[src/rtl/uart_dbg_pkg.sv]
// Shared definitions for the UART run-control sequencer: opcodes, state encoding
// and widths.
package uart_dbg_pkg;

    localparam int unsigned BYTE_W     = 8;
    localparam int unsigned STEP_W     = 8;
    localparam int unsigned LED_W      = 2;
    localparam int unsigned SSD_W      = 4;
    localparam int unsigned STEP_CNT_W = 16;

    localparam logic [BYTE_W-1:0] OP_RESET = 8'h52;
    localparam logic [BYTE_W-1:0] OP_RUN   = 8'h47;
    localparam logic [BYTE_W-1:0] OP_HALT  = 8'h48;
    localparam logic [BYTE_W-1:0] OP_STEP  = 8'h53;
    localparam logic [BYTE_W-1:0] OP_NSTEP = 8'h4E;
    localparam logic [BYTE_W-1:0] OP_LED   = 8'h4C;
    localparam logic [BYTE_W-1:0] OP_SSD   = 8'h44;

    typedef enum logic [1:0] {
        ST_RESET_HOLD = 2'd0,
        ST_IDLE       = 2'd1,
        ST_ARG_WAIT   = 2'd2,
        ST_STEPPING   = 2'd3
    } state_e;

    typedef struct packed {
        logic [LED_W-1:0] led;
        logic [SSD_W-1:0] ssd;
    } disp_sel_t;

    // Opcodes that are followed by an argument byte.
    function automatic logic is_arg_op(input logic [BYTE_W-1:0] b);
        return (b == OP_NSTEP) || (b == OP_LED) || (b == OP_SSD);
    endfunction

endpackage

[src/rtl/ctrl_down_counter.sv]
// Loadable down-counter with a zero flag; load wins over decrement and the count
// saturates at zero.
module ctrl_down_counter #(
    parameter int unsigned   W       = 8,
    parameter logic [W-1:0]  RST_VAL = '0
) (
    input  logic         clk,
    input  logic         rst,
    input  logic         load_i,
    input  logic [W-1:0] load_val_i,
    input  logic         dec_i,
    output logic         zero_c
);

    logic [W-1:0] cnt_q;

    always_ff @(posedge clk) begin
        if (rst) begin
            cnt_q <= RST_VAL;
        end else if (load_i) begin
            cnt_q <= load_val_i;
        end else if (dec_i && (cnt_q != '0)) begin
            cnt_q <= cnt_q - W'(1);
        end
    end

    assign zero_c = (cnt_q == '0);

endmodule

[src/rtl/uart_debug_ctrl.sv]
// UART command sequencer for datapath run control: reset, free-run, single and
// N-step clock enables, and display selects. Counters hold "remaining - 1".
module uart_debug_ctrl
    import uart_dbg_pkg::*;
#(
    parameter int unsigned RST_CYCLES  = 16,
    parameter int unsigned ARG_TIMEOUT = 1_000_000
) (
    input  logic                  clk,
    input  logic                  rst,
    input  logic [BYTE_W-1:0]     rx_data,
    input  logic                  rx_valid,
    output logic                  cpu_rst,
    output logic                  cpu_ce,
    output logic [LED_W-1:0]      led_sel,
    output logic [SSD_W-1:0]      ssd_sel,
    output logic                  running,
    output logic                  busy,
    output logic                  cmd_err,
    output logic [STEP_CNT_W-1:0] step_cnt
);

    localparam int unsigned HOLD_W = $clog2(RST_CYCLES + 1);
    localparam int unsigned TMO_W  = $clog2(ARG_TIMEOUT + 1);
    localparam logic [HOLD_W-1:0] HOLD_LOAD = HOLD_W'(RST_CYCLES - 1);
    localparam logic [TMO_W-1:0]  TMO_LOAD  = TMO_W'(ARG_TIMEOUT - 1);

    state_e                  state_q, state_d;
    logic [BYTE_W-1:0]       op_q, op_d;
    disp_sel_t               sel_q, sel_d;
    logic                    running_q, running_d;
    logic                    cpu_rst_q, cpu_rst_d;
    logic                    cpu_ce_q, cpu_ce_d;
    logic                    busy_q, busy_d;
    logic                    cmd_err_q, cmd_err_d;
    logic [STEP_CNT_W-1:0]   step_cnt_q, step_cnt_d;

    logic                    hold_load, hold_dec, hold_zero;
    logic                    step_load, step_dec, step_zero;
    logic [STEP_W-1:0]       step_val;
    logic                    tmo_load, tmo_dec, tmo_zero;

    ctrl_down_counter #(.W(HOLD_W), .RST_VAL(HOLD_LOAD)) u_hold_cnt (
        .clk        (clk),
        .rst        (rst),
        .load_i     (hold_load),
        .load_val_i (HOLD_LOAD),
        .dec_i      (hold_dec),
        .zero_c     (hold_zero)
    );

    ctrl_down_counter #(.W(STEP_W), .RST_VAL('0)) u_step_cnt (
        .clk        (clk),
        .rst        (rst),
        .load_i     (step_load),
        .load_val_i (step_val),
        .dec_i      (step_dec),
        .zero_c     (step_zero)
    );

    ctrl_down_counter #(.W(TMO_W), .RST_VAL('0)) u_tmo_cnt (
        .clk        (clk),
        .rst        (rst),
        .load_i     (tmo_load),
        .load_val_i (TMO_LOAD),
        .dec_i      (tmo_dec),
        .zero_c     (tmo_zero)
    );

    // State and registered outputs.
    always_ff @(posedge clk) begin
        if (rst) begin
            state_q    <= ST_RESET_HOLD;
            op_q       <= '0;
            sel_q      <= '0;
            running_q  <= 1'b0;
            cpu_rst_q  <= 1'b1;
            cpu_ce_q   <= 1'b0;
            busy_q     <= 1'b1;
            cmd_err_q  <= 1'b0;
            step_cnt_q <= '0;
        end else begin
            state_q    <= state_d;
            op_q       <= op_d;
            sel_q      <= sel_d;
            running_q  <= running_d;
            cpu_rst_q  <= cpu_rst_d;
            cpu_ce_q   <= cpu_ce_d;
            busy_q     <= busy_d;
            cmd_err_q  <= cmd_err_d;
            step_cnt_q <= step_cnt_d;
        end
    end

    // Command decode, next state and next-cycle outputs.
    always_comb begin
        state_d   = state_q;
        op_d      = op_q;
        sel_d     = sel_q;
        running_d = running_q;
        cmd_err_d = 1'b0;
        hold_load = 1'b0;
        hold_dec  = 1'b0;
        step_load = 1'b0;
        step_dec  = 1'b0;
        step_val  = '0;
        tmo_load  = 1'b0;
        tmo_dec   = 1'b0;

        unique case (state_q)
            ST_RESET_HOLD: begin
                if (rx_valid && (rx_data == OP_RESET)) begin
                    hold_load = 1'b1;
                end else begin
                    cmd_err_d = rx_valid;
                    if (hold_zero) begin
                        state_d = ST_IDLE;
                    end else begin
                        hold_dec = 1'b1;
                    end
                end
            end

            ST_IDLE: begin
                if (rx_valid) begin
                    if (is_arg_op(rx_data)) begin
                        op_d     = rx_data;
                        tmo_load = 1'b1;
                        state_d  = ST_ARG_WAIT;
                    end else begin
                        case (rx_data)
                            OP_RESET: begin
                                running_d = 1'b0;
                                hold_load = 1'b1;
                                state_d   = ST_RESET_HOLD;
                            end
                            OP_RUN:  running_d = 1'b1;
                            OP_HALT: running_d = 1'b0;
                            OP_STEP: begin
                                running_d = 1'b0;
                                step_val  = STEP_W'(0);
                                step_load = 1'b1;
                                state_d   = ST_STEPPING;
                            end
                            default: cmd_err_d = 1'b1;
                        endcase
                    end
                end
            end

            ST_ARG_WAIT: begin
                if (rx_valid) begin
                    state_d = ST_IDLE;
                    case (op_q)
                        OP_LED: sel_d.led = rx_data[LED_W-1:0];
                        OP_SSD: sel_d.ssd = rx_data[SSD_W-1:0];
                        default: begin
                            if (rx_data == '0) begin
                                cmd_err_d = 1'b1;
                            end else begin
                                running_d = 1'b0;
                                step_val  = STEP_W'(rx_data - BYTE_W'(1));
                                step_load = 1'b1;
                                state_d   = ST_STEPPING;
                            end
                        end
                    endcase
                end else if (tmo_zero) begin
                    cmd_err_d = 1'b1;
                    state_d   = ST_IDLE;
                end else begin
                    tmo_dec = 1'b1;
                end
            end

            ST_STEPPING: begin
                if (rx_valid && (rx_data == OP_HALT)) begin
                    state_d = ST_IDLE;
                end else if (rx_valid && (rx_data == OP_RESET)) begin
                    hold_load = 1'b1;
                    state_d   = ST_RESET_HOLD;
                end else begin
                    cmd_err_d = rx_valid;
                    if (step_zero) begin
                        state_d = ST_IDLE;
                    end else begin
                        step_dec = 1'b1;
                    end
                end
            end

            default: state_d = ST_RESET_HOLD;
        endcase

        cpu_rst_d = (state_d == ST_RESET_HOLD);
        busy_d    = (state_d != ST_IDLE);
        case (state_d)
            ST_STEPPING:          cpu_ce_d = 1'b1;
            ST_IDLE, ST_ARG_WAIT: cpu_ce_d = running_d;
            default:              cpu_ce_d = 1'b0;
        endcase
        // Count cycles the datapath was enabled; entering reset clears it.
        step_cnt_d = (state_d == ST_RESET_HOLD) ? '0
                   : step_cnt_q + STEP_CNT_W'(cpu_ce_q);
    end

    assign cpu_rst  = cpu_rst_q;
    assign cpu_ce   = cpu_ce_q;
    assign led_sel  = sel_q.led;
    assign ssd_sel  = sel_q.ssd;
    assign running  = running_q;
    assign busy     = busy_q;
    assign cmd_err  = cmd_err_q;
    assign step_cnt = step_cnt_q;

endmodule
[config.mk]
export PLATFORM = sky130hd
export DESIGN_NAME = uart_debug_ctrl
export DESIGN_NICKNAME = d
export VERILOG_FILES = /design/src/rtl/uart_dbg_pkg.sv /design/src/rtl/ctrl_down_counter.sv /design/src/rtl/uart_debug_ctrl.sv
export SDC_FILE = /design/constraint.sdc
export NUM_CORES = 1
export LEC_CHECK = 0
export BUFFER_PORTS_ARGS = -buffer_cell sky130_fd_sc_hd__clkbuf_2
export CELL_PAD_IN_SITES_DETAIL_PLACEMENT = 1
export CELL_PAD_IN_SITES_GLOBAL_PLACEMENT = 1
export CORE_MARGIN = 5
export CORE_UTILIZATION = 48
export CTS_CLUSTER_DIAMETER = 60
export DETAILED_ROUTE_END_ITERATION = 16
export GPL_TIMING_DRIVEN = 1
export PLACE_DENSITY_LB_ADDON = 0.15
export SLEW_MARGIN = 5
export SYNTH_ARGS = -nofsm -noshare
export SYNTH_HDL_FRONTEND = slang
export SYNTH_SLANG_ARGS = --single-unit
[constraint.sdc]
create_clock -name clk -period 4.7 [get_ports clk]
set_input_delay 0.235 -clock clk [delete_from_list [all_inputs] [get_ports clk]]
set_output_delay 0.235 -clock clk [all_outputs]
set_load 0.05 [all_outputs]
; Word level (Yosys, flattened, before mapping)
; Index checks and enable logic that the tools add are counted.
[word_totals]
latchBits = 0
inputBits = 11
romBits = 0
mem_count = 0
ram_bits = 0
out_inout_bits = 27
wordCells = 128
reg_bits = 70
[classes]
order_cmp = 0
div = 0
n_reduce_logical = 28
bitwise_logic = 0
add_sub_neg = 5
multipliers = 0
shift = 0
n_eq_ne = 16
mux = 65
[op_table]
columns = cell, n
row1 = $eq A8 B7 Y1 const B, 9
row2 = $mux W8, 6
row3 = $mux W20, 2
row4 = $mux W1, 38
row5 = $mux W2, 11
row6 = $logic_not A20 Y1, 1
row7 = $reduce_bool A20 Y1, 1
row8 = $sub A20 B1 Y20 const B, 1
row9 = $add A16 B1 Y16, 1
row10 = $logic_not A8 Y1, 2
row11 = $sub A8 B1 Y8 const B, 2
row12 = $reduce_or A2 Y1, 5
row13 = $reduce_and A3 Y1, 3
row14 = $eq A2 B2 Y1 const B, 4
row15 = $pmux W1 S2, 4
row16 = $pmux W2 S4, 1
row17 = $reduce_bool A8 Y1, 1
row18 = $logic_and A1 B1 Y1, 5
row19 = $logic_not A5 Y1, 1
row20 = $reduce_bool A5 Y1, 1
row21 = $sub A5 B1 Y5 const B, 1
row22 = $eq A2 B1 Y1 const B, 2
row23 = $logic_not A2 Y1, 2
row24 = $pmux W1 S4, 1
row25 = other kinds (7), 9

; Logic depth before layout (Yosys ltp)
; Gate-level depths: netlist of run 1.
[logic_depth]
ltp_word = 9
mapped_depth = 12
mapped_depth_nobuf = 10

; By module
; From an unflattened synthesis of run 1, not the netlist that was laid out.
[unflattened]
hier_cells = 488
hier_area_um2 = 4157.7
[by_module_without_submodules]
columns = mod, n_inst, area_per_inst_um2, seq_area_each_um2, cells_each
row1 = uart_debug_ctrl, 1, 2129.5, 740.7, 252
row2 = ctrl_down_counter at u_tmo_cnt, 1, 1213.7, 400.4, 143
row3 = ctrl_down_counter at u_step_cnt, 1, 515.5, 160.2, 59
row4 = ctrl_down_counter at u_hold_cnt, 1, 299.0, 100.1, 34

; Least setup slack after synthesis of run 1
; Ideal clock, no wire load.
[synth_path]
path_kind = reg-to-reg
start = register u_tmo_cnt.cnt_q[9]
end = register step_cnt_q[10], in the netlist step_cnt[10]
path_buffers = 3
setup_ns = 0.127
arrival_time_ns = 2.901
synth_period_minus_slack_ns = 3.028
stages_incl_launch_ff = 12
path_slack_ns = 1.672
required_time_ns = 4.573
cell_sequence = dfxtp_1 > or4_1 > clkbuf_4 > nor4_2 > a21oi_1 > o21ai_1 > a22o_1 > ha_1 > or2_2 > clkbuf_1 > buf_1 > nor2_1
[synth_between]
elab_chain_cells = 6
[synth_lines]
columns = item, line
row1 = start: declaration, ctrl_down_counter.sv:15  ; logic [W-1:0] cnt_q;
row2 = start signal: assignment, ctrl_down_counter.sv:21  ; cnt_q <= load_val_i;
row3 = start signal: assignment, ctrl_down_counter.sv:23  ; cnt_q <= cnt_q - W'(1);
row4 = $logic_not A20 Y1, ctrl_down_counter.sv:27  ; assign zero_c = (cnt_q == '0);
row5 = $mux W2, uart_debug_ctrl.sv:168  ; end else if (tmo_zero) begin
row6 = $mux W2, uart_debug_ctrl.sv:152  ; if (rx_valid) begin
row7 = $pmux W2 S4, uart_debug_ctrl.sv:110  ; unique case (state_q)
row8 = $logic_not A2 Y1, -
row9 = via cpu_rst_d, uart_debug_ctrl.sv:32  ; logic cpu_rst_q, cpu_rst_d;
row10 = $reduce_or A2 Y1 (no line), -
row11 = end signal: assignment, uart_debug_ctrl.sv:91  ; step_cnt_q <= step_cnt_d;
row12 = end: declaration, uart_debug_ctrl.sv:36  ; logic [STEP_CNT_W-1:0] step_cnt_q, step_cnt_d;
; The timed path passes the listed nets, and every way through them passes these cells.
; A chain may end at the register's enable or synchronous reset.

; Worst setup path after layout of run 1
[layout_path]
start = register u_tmo_cnt.cnt_q[4]
end = register cpu_ce_q, in the netlist cpu_ce
[layout_between]
elab_chain_cells = 7
elab_cells_between_ends = 9
cone_classes = eq/ne (3) / mux (4) / reduce/logical (2)
[layout_lines]
columns = item, line
row1 = $logic_not A20 Y1 *, ctrl_down_counter.sv:27
row2 = $mux W2 *, uart_debug_ctrl.sv:168
row3 = $mux W2 *, uart_debug_ctrl.sv:152
row4 = $pmux W2 S4 *, uart_debug_ctrl.sv:110
row5 = via state_d[1], uart_debug_ctrl.sv:28  ; state_e state_q, state_d;
row6 = $eq A2 B1 Y1 / $eq A2 B2 Y1 (equally long branches), uart_debug_ctrl.sv:197  ; case (state_d)
row7 = $reduce_or A2 Y1, uart_debug_ctrl.sv:197
row8 = $pmux W1 S2 *, uart_debug_ctrl.sv:197
row9 = end signal: assignment, uart_debug_ctrl.sv:88  ; cpu_ce_q <= cpu_ce_d;
row10 = end: declaration, uart_debug_ctrl.sv:33  ; logic cpu_ce_q, cpu_ce_d;
; The timed path passes the listed nets; every way through them passes the cells marked *.

==> results.md, run 1 <==
- Crit path required time: 4.92 ns
- Max FO, Critical Path: 8
- Vias in the first global route: about 3500
- Antenna violations before repair: 0
- Final ANT Viol Nets: 0
- Placed Cells: 572
- Crit path DAT: 3.56 ns
- Core region area: 7810 sq um
- Area growth syn-to-layout: 11.0%
- Syn Nets: roughly 480
- Placed wire-length estimate: 7.51 mm
- RSZ-0062 raised after global routing: no
- Leak: 1.55 nW
- Tightest Hold Check Type: primary input to flip-flop
- TritonCTS buffer count: 9
- CTS Hold Bufs: 0
- GP Congestion: 0.851
- # IOs: 38
- Seq/Total Area, Yosys: 36.1%
- Slowest-stage cell, CP: nor3_1
- Fmax: between 200 and 300 MHz
- Synth top area share: 36.1%
- PostCTS Resize Cnt: 0
- Measured slew at the worst slew-check pin: around 0.91 ns
- Top cells by area, synth: dfxtp_1, ha_1, xnor2_1
- Final non-filler cell total: 586
- Relative slew slack: 39.6%
- Maximum VDD drop: 0.138 mV
- WL per Instance: 17.5 um
- Share of cells above drive strength 1: 15.5%
- Worst-path clk slew: 0.07 ns
- Leading area contributor after synthesis: dfxtp_1
- Clk_lat worst skew: 0.35 ns
- Min Tclk post-route: approximately 3.3 ns
- Top cells by count, synth: dfxtp_1, nor2_1, a21oi_1
- Post-CTS repair timing setup buffer count: 0
- Clock sink total: 70
- H-tree depth: 3
- Die height: 99.9 um
- Syn avg cell area: 8.52 sq um
- Ys flop type: dfxtp_1
- Max incr delay on CP: between 0.6 and 0.7 ns
- Largest net degree at the start of global routing: 42
- Number of synthesized flops with an enable pin: 0
- Vias per cell: around 6.0
- IO Port Bufs: 37
- CP Capture Type: flip-flop
- Startpoint types: flip-flop
- Die W: around 100 um
- Gr usage total: 21.1%
- Grt ovf: 0
- Most frequent CP cell: nor3_1
- Critical path type: flip-flop to flip-flop
- DR pass1 iterations: 4
- Setup TNS: 0 ns
- Die area: 9980 sq um
- Final max-slew violation count: 0
- Clk_skew: 0.00969 ns
- Layout Nets: 510
- DR iter-0 viols: 185
- YS warnings: 0
- # setup viols final: 0
- Final hold vios: 0
- Row count: 32
- CP cell instances: or4_4 -> nor3_1 -> a21oi_1 -> o21ai_1 -> a22oi_1 -> ha_1 -> a2111oi_0 -> nor3_1
- Distinct cells, synth: 65
- First-pass GRT wire length: 17.2 mm
- Via count: between 3000 and 4000
- Bufs on Longest Clock Path: 2
- Final core occ: 55.1%
- Power density over cell area: approximately 280 nW/um^2
- Synth Register Bits: 70
- Fraction of registers with async set/reset: 0%
- ANT cells: 0
- Initial Utilization: 49.7%
- Drt total wl: a little over 10 mm
- Post-Syn Instances: 455
- CTS tree: yes
- Status: finished, final reports clean
- Synthesized area: 3880 sq um
- Root Driver: clkbuf_8
- Most frequent cell after synthesis: dfxtp_1
- Number of max-cap violations: 0
- Fin crit share: between 70% and 80%
- DR DRC count: 0
==> routing by layer <==
| metal | GRT usage [%] | share of wire [%] | up-vias |
|---|---|---|---|
| met2 | 35.2 | 49 | 55 |
| met5 | 0 | 0 | - |
| met3 | 2.92 | 3.6 | 12 |
| li1 | - | - | 1716 |
| met1 | 27.9 | 46 | 1704 |
| met4 | 7.46 | 1.3 | 0 |
==> worst max-delay path, delay by kind of cell, from the launching register on <==
family,cells,cell delay [ns]
and+or+nand+nor,3,1.36
DFF,1,0.36
AOI/OAI and AO/OA,4,1.25
adders and majority gates,1,0.25
==> final timing paths <==
path | to | cells past startpoint | start | slack [ns]
setup / recovery | cpu_ce | 8 | u_tmo_cnt.cnt_q[4] | 1.36
hold / removal | op_q[0] | 3 | rx_data[0] | 0.25
setup reg to reg | cpu_ce | 8 | u_tmo_cnt.cnt_q[4] | 1.36
hold reg to reg | op_q[4] | 1 | op_q[4] | 0.46
==> through the flow <==
| step | cell area, sq um | total power, mW | worst slack, ns | hold slack, ns |
|---|---|---|---|---|
| 2_1_floorplan | 3880 | 0.654 | 1.67 | 0.367 |
| 3_3_place_gp | 4100 | 0.673 | 1.33 | 0.445 |
| 3_5_place_dp | 4100 | 0.676 | 1.31 | 0.453 |
| 4_1_cts | 4310 | 1.21 | 1.38 | 0.243 |
| 5_1_grt | 4310 | 1.24 | 1.10 | 0.279 |
| 6_report | 4310 | 1.21 | 1.36 | 0.250 |
==> final cells by class <==
class,count,area [sq um]
fillers,968,3500
multi-input cells,342,2290
flip-flops and latches,70,1400
repair buffers,39,200
clock buffers,10,138
well taps,102,128
clock inverters,4,72.6
inverters,19,71.3
==> logic make-up (layout without fill, tap and decap cells) <==
logic type      Yosys count  in the layout  synth area share [%]
simple gates            192            192                  27.9
compound gates           89             89                  15.5
flops                    70             70                  36.1
buf+inv                  43             72                  4.68
xor+xnor                 36             36                  8.13
fa+ha+maj                18             18                  5.81
mux                       7              7                  1.84
==> sequential cells by signal, summed over array words and instances (netlist names) <==
register / flops
u_tmo_cnt.cnt_q: 20
step_cnt: 16
op_q: 8
u_step_cnt.cnt_q: 8
u_hold_cnt.cnt_q: 5
ssd_sel: 4
led_sel: 2
state_q: 2
busy: 1
cmd_err: 1
cpu_ce: 1
cpu_rst: 1
running: 1
==> cell usage in the layout, fill, tap and decap left out, types with 7 or more instances in the layout <==
cell	n
ha_1	18
and3_1	8
xor2_1	13
inv_1	19
nor2_1	47
nand3_1	15
a211oi_1	13
a21oi_1	26
o21ai_0	11
nand4_1	7
or2_2	8
dfxtp_1	70
or4_1	10
nor4_1	14
clkbuf_8	10
nor3_1	16
clkbuf_2	37
nand2_1	24
xnor2_1	23
==> power by group <==
| part | internal (mW) | switching (mW) | total, mW |
|---|---|---|---|
| clock network | 0.307 | 0.236 | 0.543 |
| registers | 0.596 | 0.00293 | 0.599 |
| logic | 0.0198 | 0.0432 | 0.0630 |
| total | 0.923 | 0.282 | 1.21 |
(Power assumes the default switching activity.)
==> inputs of run 2 (changes only) <==
--- a/config.mk
+++ b/config.mk
@@ -5,11 +5,12 @@
 export SDC_FILE = /design/constraint.sdc
 export NUM_CORES = 1
 export LEC_CHECK = 0
+export ABC_AREA = 1
 export BUFFER_PORTS_ARGS = -buffer_cell sky130_fd_sc_hd__clkbuf_2
 export CELL_PAD_IN_SITES_DETAIL_PLACEMENT = 1
 export CELL_PAD_IN_SITES_GLOBAL_PLACEMENT = 1
 export CORE_MARGIN = 5
-export CORE_UTILIZATION = 48
+export CORE_UTILIZATION = 43
 export CTS_CLUSTER_DIAMETER = 60
 export DETAILED_ROUTE_END_ITERATION = 16
 export GPL_TIMING_DRIVEN = 1
==> constraint.sdc (replaced) <==
create_clock -name clk -period 3.25 [get_ports clk]
set_input_delay 0.1625 -clock clk [delete_from_list [all_inputs] [get_ports clk]]
set_output_delay 0.1625 -clock clk [all_outputs]
set_load 0.05 [all_outputs]
==> run 2 against run 1 <==
Effect of this change:
- combinational power grew to 3.0 times the previous value
- critical path depth is 8 higher
- largest cell class unchanged
- clock power is 35% higher
- power is 50% higher
- largest power group unchanged
==> results.md, run 2 <==
- YS warnings: 0
- H-tree depth: 3
- Final hold vios: 0
- Cell Int Power: 1.31 mW
- Ys flop type: dfxtp_1
- Final ANT Viol Nets: 0
- Max reg flops: 20
- Place WS: between 0.3 and 0.4 ns
- CP cell instances: inv_1 -> ha_1 -> nand2_1 -> inv_1 -> nand3_1 -> nand2_1 -> nand2_1 -> nand3_1 -> nand2_1 -> nand2_1 -> inv_1 -> ha_1 -> nor2_1 -> inv_2 -> a21oi_1 -> o21a_1
- Vias per cell: between 5 and 6
- Total Power: around 1.8 mW
- Max FO, Critical Path: 10
- Final max-slew violation count: 0
- Share of cells above drive strength 1: 14.0%
- Synth top area share: approximately 34%
- Worst-path clk slew: 0.09 ns
- Fraction of registers with async set/reset: 0%
- CTS Hold Bufs: 0
- Relative slew slack: 56.7%
- Leading area contributor after synthesis: dfxtp_1
- DR DRC count: 0
- Grt ovf: 0
- Hold Slack: 0.198 ns
- # IOs: 38
- WL per Instance: 14.7 um
- RSZ-0062 raised after global routing: no
- Status: finished, final reports clean
- Switch Pwr: 0.499 mW
- Layout filler cell count: 1298
- Most flops, register: u_tmo_cnt.cnt_q
- Gr usage total: 21.1%
- Sequential power share: 48.8%
- Vias in the first global route: 4116
- Critical path's top delay family: simple AND/OR/NAND/NOR gates
- Syn avg cell area: 6.75 sq um
- TritonCTS buffer count: 9
- Synthesized area: 4170 sq um
- Via count: 4021
- Area growth syn-to-layout: 11.8%
- Multi-input logic area: 2320 sq um
- Slowest-stage cell, CP: nor2_1
- ANT cells: 0
- Number of synthesized flops with an enable pin: 0
- Final worst setup slack: 0.395 ns
- Setup TNS: 0 ns
- Placed wire-length estimate: 9.12 mm
- Die W: 108 um
- Core region area: 9590 sq um
- Fin crit share: 87.9%
- IO Port Bufs: 37
- Seq/Total Area, Yosys: 33.6%
- CTS tree: yes
- CP bufs+invs: 4
- Number of max-cap violations: 0
- Drt total wl: ~12 mm
- Critical path type: flip-flop to flip-flop
- Tightest Hold Check Type: primary input to flip-flop
- Clock network fraction of total power: 40.6%
- Clock sink total: 70
- Most common cell after layout, fill and taps aside: nand2_1
- Crit path required time: 3.57 ns
- Min Tclk post-route: approximately 2.9 ns
- Die area: ~12000 sq um
- Antenna violations before repair: 0
- DR pass1 iterations: 4
- Die height: 108 um
- Clk_skew: 0.0178 ns
- Top cells by area, synth: dfxtp_1, nand2_1, inv_1
- Synth Register Bits: 70
- Syn Nets: around 650
- Leak: between 2 and 2.5 nW
- DR iter-0 viols: ~160
- Most frequent cell after synthesis: nand2_1
- Post-Syn Instances: 617
- Max incr delay on CP: 0.51 ns
- First-pass GRT wire length: 19.5 mm
- Post-CTS repair timing setup buffer count: 0
- Distinct cells, synth: 42
- Largest net degree at the start of global routing: 23
- Most frequent CP cell: nand2_1
- Top cells by count, synth: nand2_1, inv_1, nor2_1
- Row count: 36
- Initial Utilization: 43.4%
- Startpoint types: flip-flop
- Layout Nets: slightly below 700
- # setup viols final: 0
- Power density over cell area: 388 nW/um^2
- Switch share: 27.6%
- Comb pwr share: roughly a tenth
- PostCTS Resize Cnt: 0
- Maximum VDD drop: roughly 0.20 mV
- GP Congestion: 0.929
- Bufs on Longest Clock Path: 2
- CP Capture Type: flip-flop
- Commonest non-fill, non-tap cells in the layout: nand2_1, inv_1, nor2_1
- Root Driver: clkbuf_8
- Clk_lat worst skew: 0.37 ns
- Crit path DAT: 3.18 ns
- Measured slew at the worst slew-check pin: 0.647 ns
- Seq. cell area: between 1000 and 1500 sq um
- Fmax: 350 MHz
## run 2: changes by cell type in the layout (fill, tap and decap cells not counted), sizes merged, moves of 7 or more
cell / delta
a21oi: +20
o21ai: +24
or4: -15
a211oi: -12
and3: -7
xnor2: -22
nand2: +112
nor4: -14
nand3: +26
nor2: +40
inv: +82
## run 2: path summary, 6_finish.rpt
| kind | startpoint | endpoint | slack (ns) | depth (start not counted) |
|---|---|---|---|---|
| max reg2reg | state_q[0] | step_cnt[4] | 0.39 | 16 |
| min | rx_data[0] | ssd_sel[0] | 0.20 | 3 |
| min reg2reg | u_hold_cnt.cnt_q[4] | u_hold_cnt.cnt_q[4] | 0.45 | 2 |
| max | state_q[0] | step_cnt[4] | 0.39 | 16 |
## run 2: area by class of cell
type,instances,area share (%)
Tap cell,133,3.57
Inverter,100,8.06
Timing Repair Buffer,39,4.30
Clock inverter,4,1.18
Multi-Input combinational cell,437,49.7
Clock buffer,12,3.11
Sequential cell,70,30.1
## run 2: power by group through the flow
stage | logic, mW | clock network [mW] | registers, mW
floorplan | 0.119 | 0 | 0.917
global placement | 0.187 | 0 | 0.902
detailed placement | 0.192 | 0 | 0.903
CTS | 0.194 | 0.748 | 0.882
global route | 0.217 | 0.789 | 0.884
finish | 0.192 | 0.734 | 0.882
## run 2: layer usage
metal  wire length, um  part of all wire (%)  GRT usage (%)  vias up
met5                 0                     0              0        -
li1                  -                     -              -     2038
met4               164                   1.4           5.50        0
met3               354                   3.0           4.72       13
met1              5360                    46           25.4     1917
met2              5800                    50           37.6       53
## run 2: cells by family after synthesis
| group | Yosys count | synth area share (%) |
|---|---|---|
| buf+inv | 110 | 10.8 |
| simple gates | 307 | 34.0 |
| fa+ha+maj | 18 | 5.40 |
| compound gates | 96 | 12.8 |
| flops | 70 | 33.6 |
| xor+xnor | 16 | 3.36 |
## run 2: per-stage QoR
stage	cell area (sq um)	instances	util, %
floorplan	4170	617	-
global placement	4460	779	46.5
detailed placement	4460	779	46.5
CTS	4660	795	48.6
global route	4660	795	48.6
finish	4660	795	48.6
## run 2: worst reg2reg max path, stage by stage (launching register included)
cell and delay [ns]:
dfxtp_1 0.37, inv_1 0.15, ha_1 0.23, nand2_1 0.07, inv_1 0.12, nand3_1 0.21, nand2_1 0.12, nand2_1 0.05
nand3_1 0.06, nand2_1 0.06, nand2_1 0.09, inv_1 0.07, ha_1 0.20, nor2_1 0.51, inv_2 0.21, a21oi_1 0.17
o21a_1 0.13
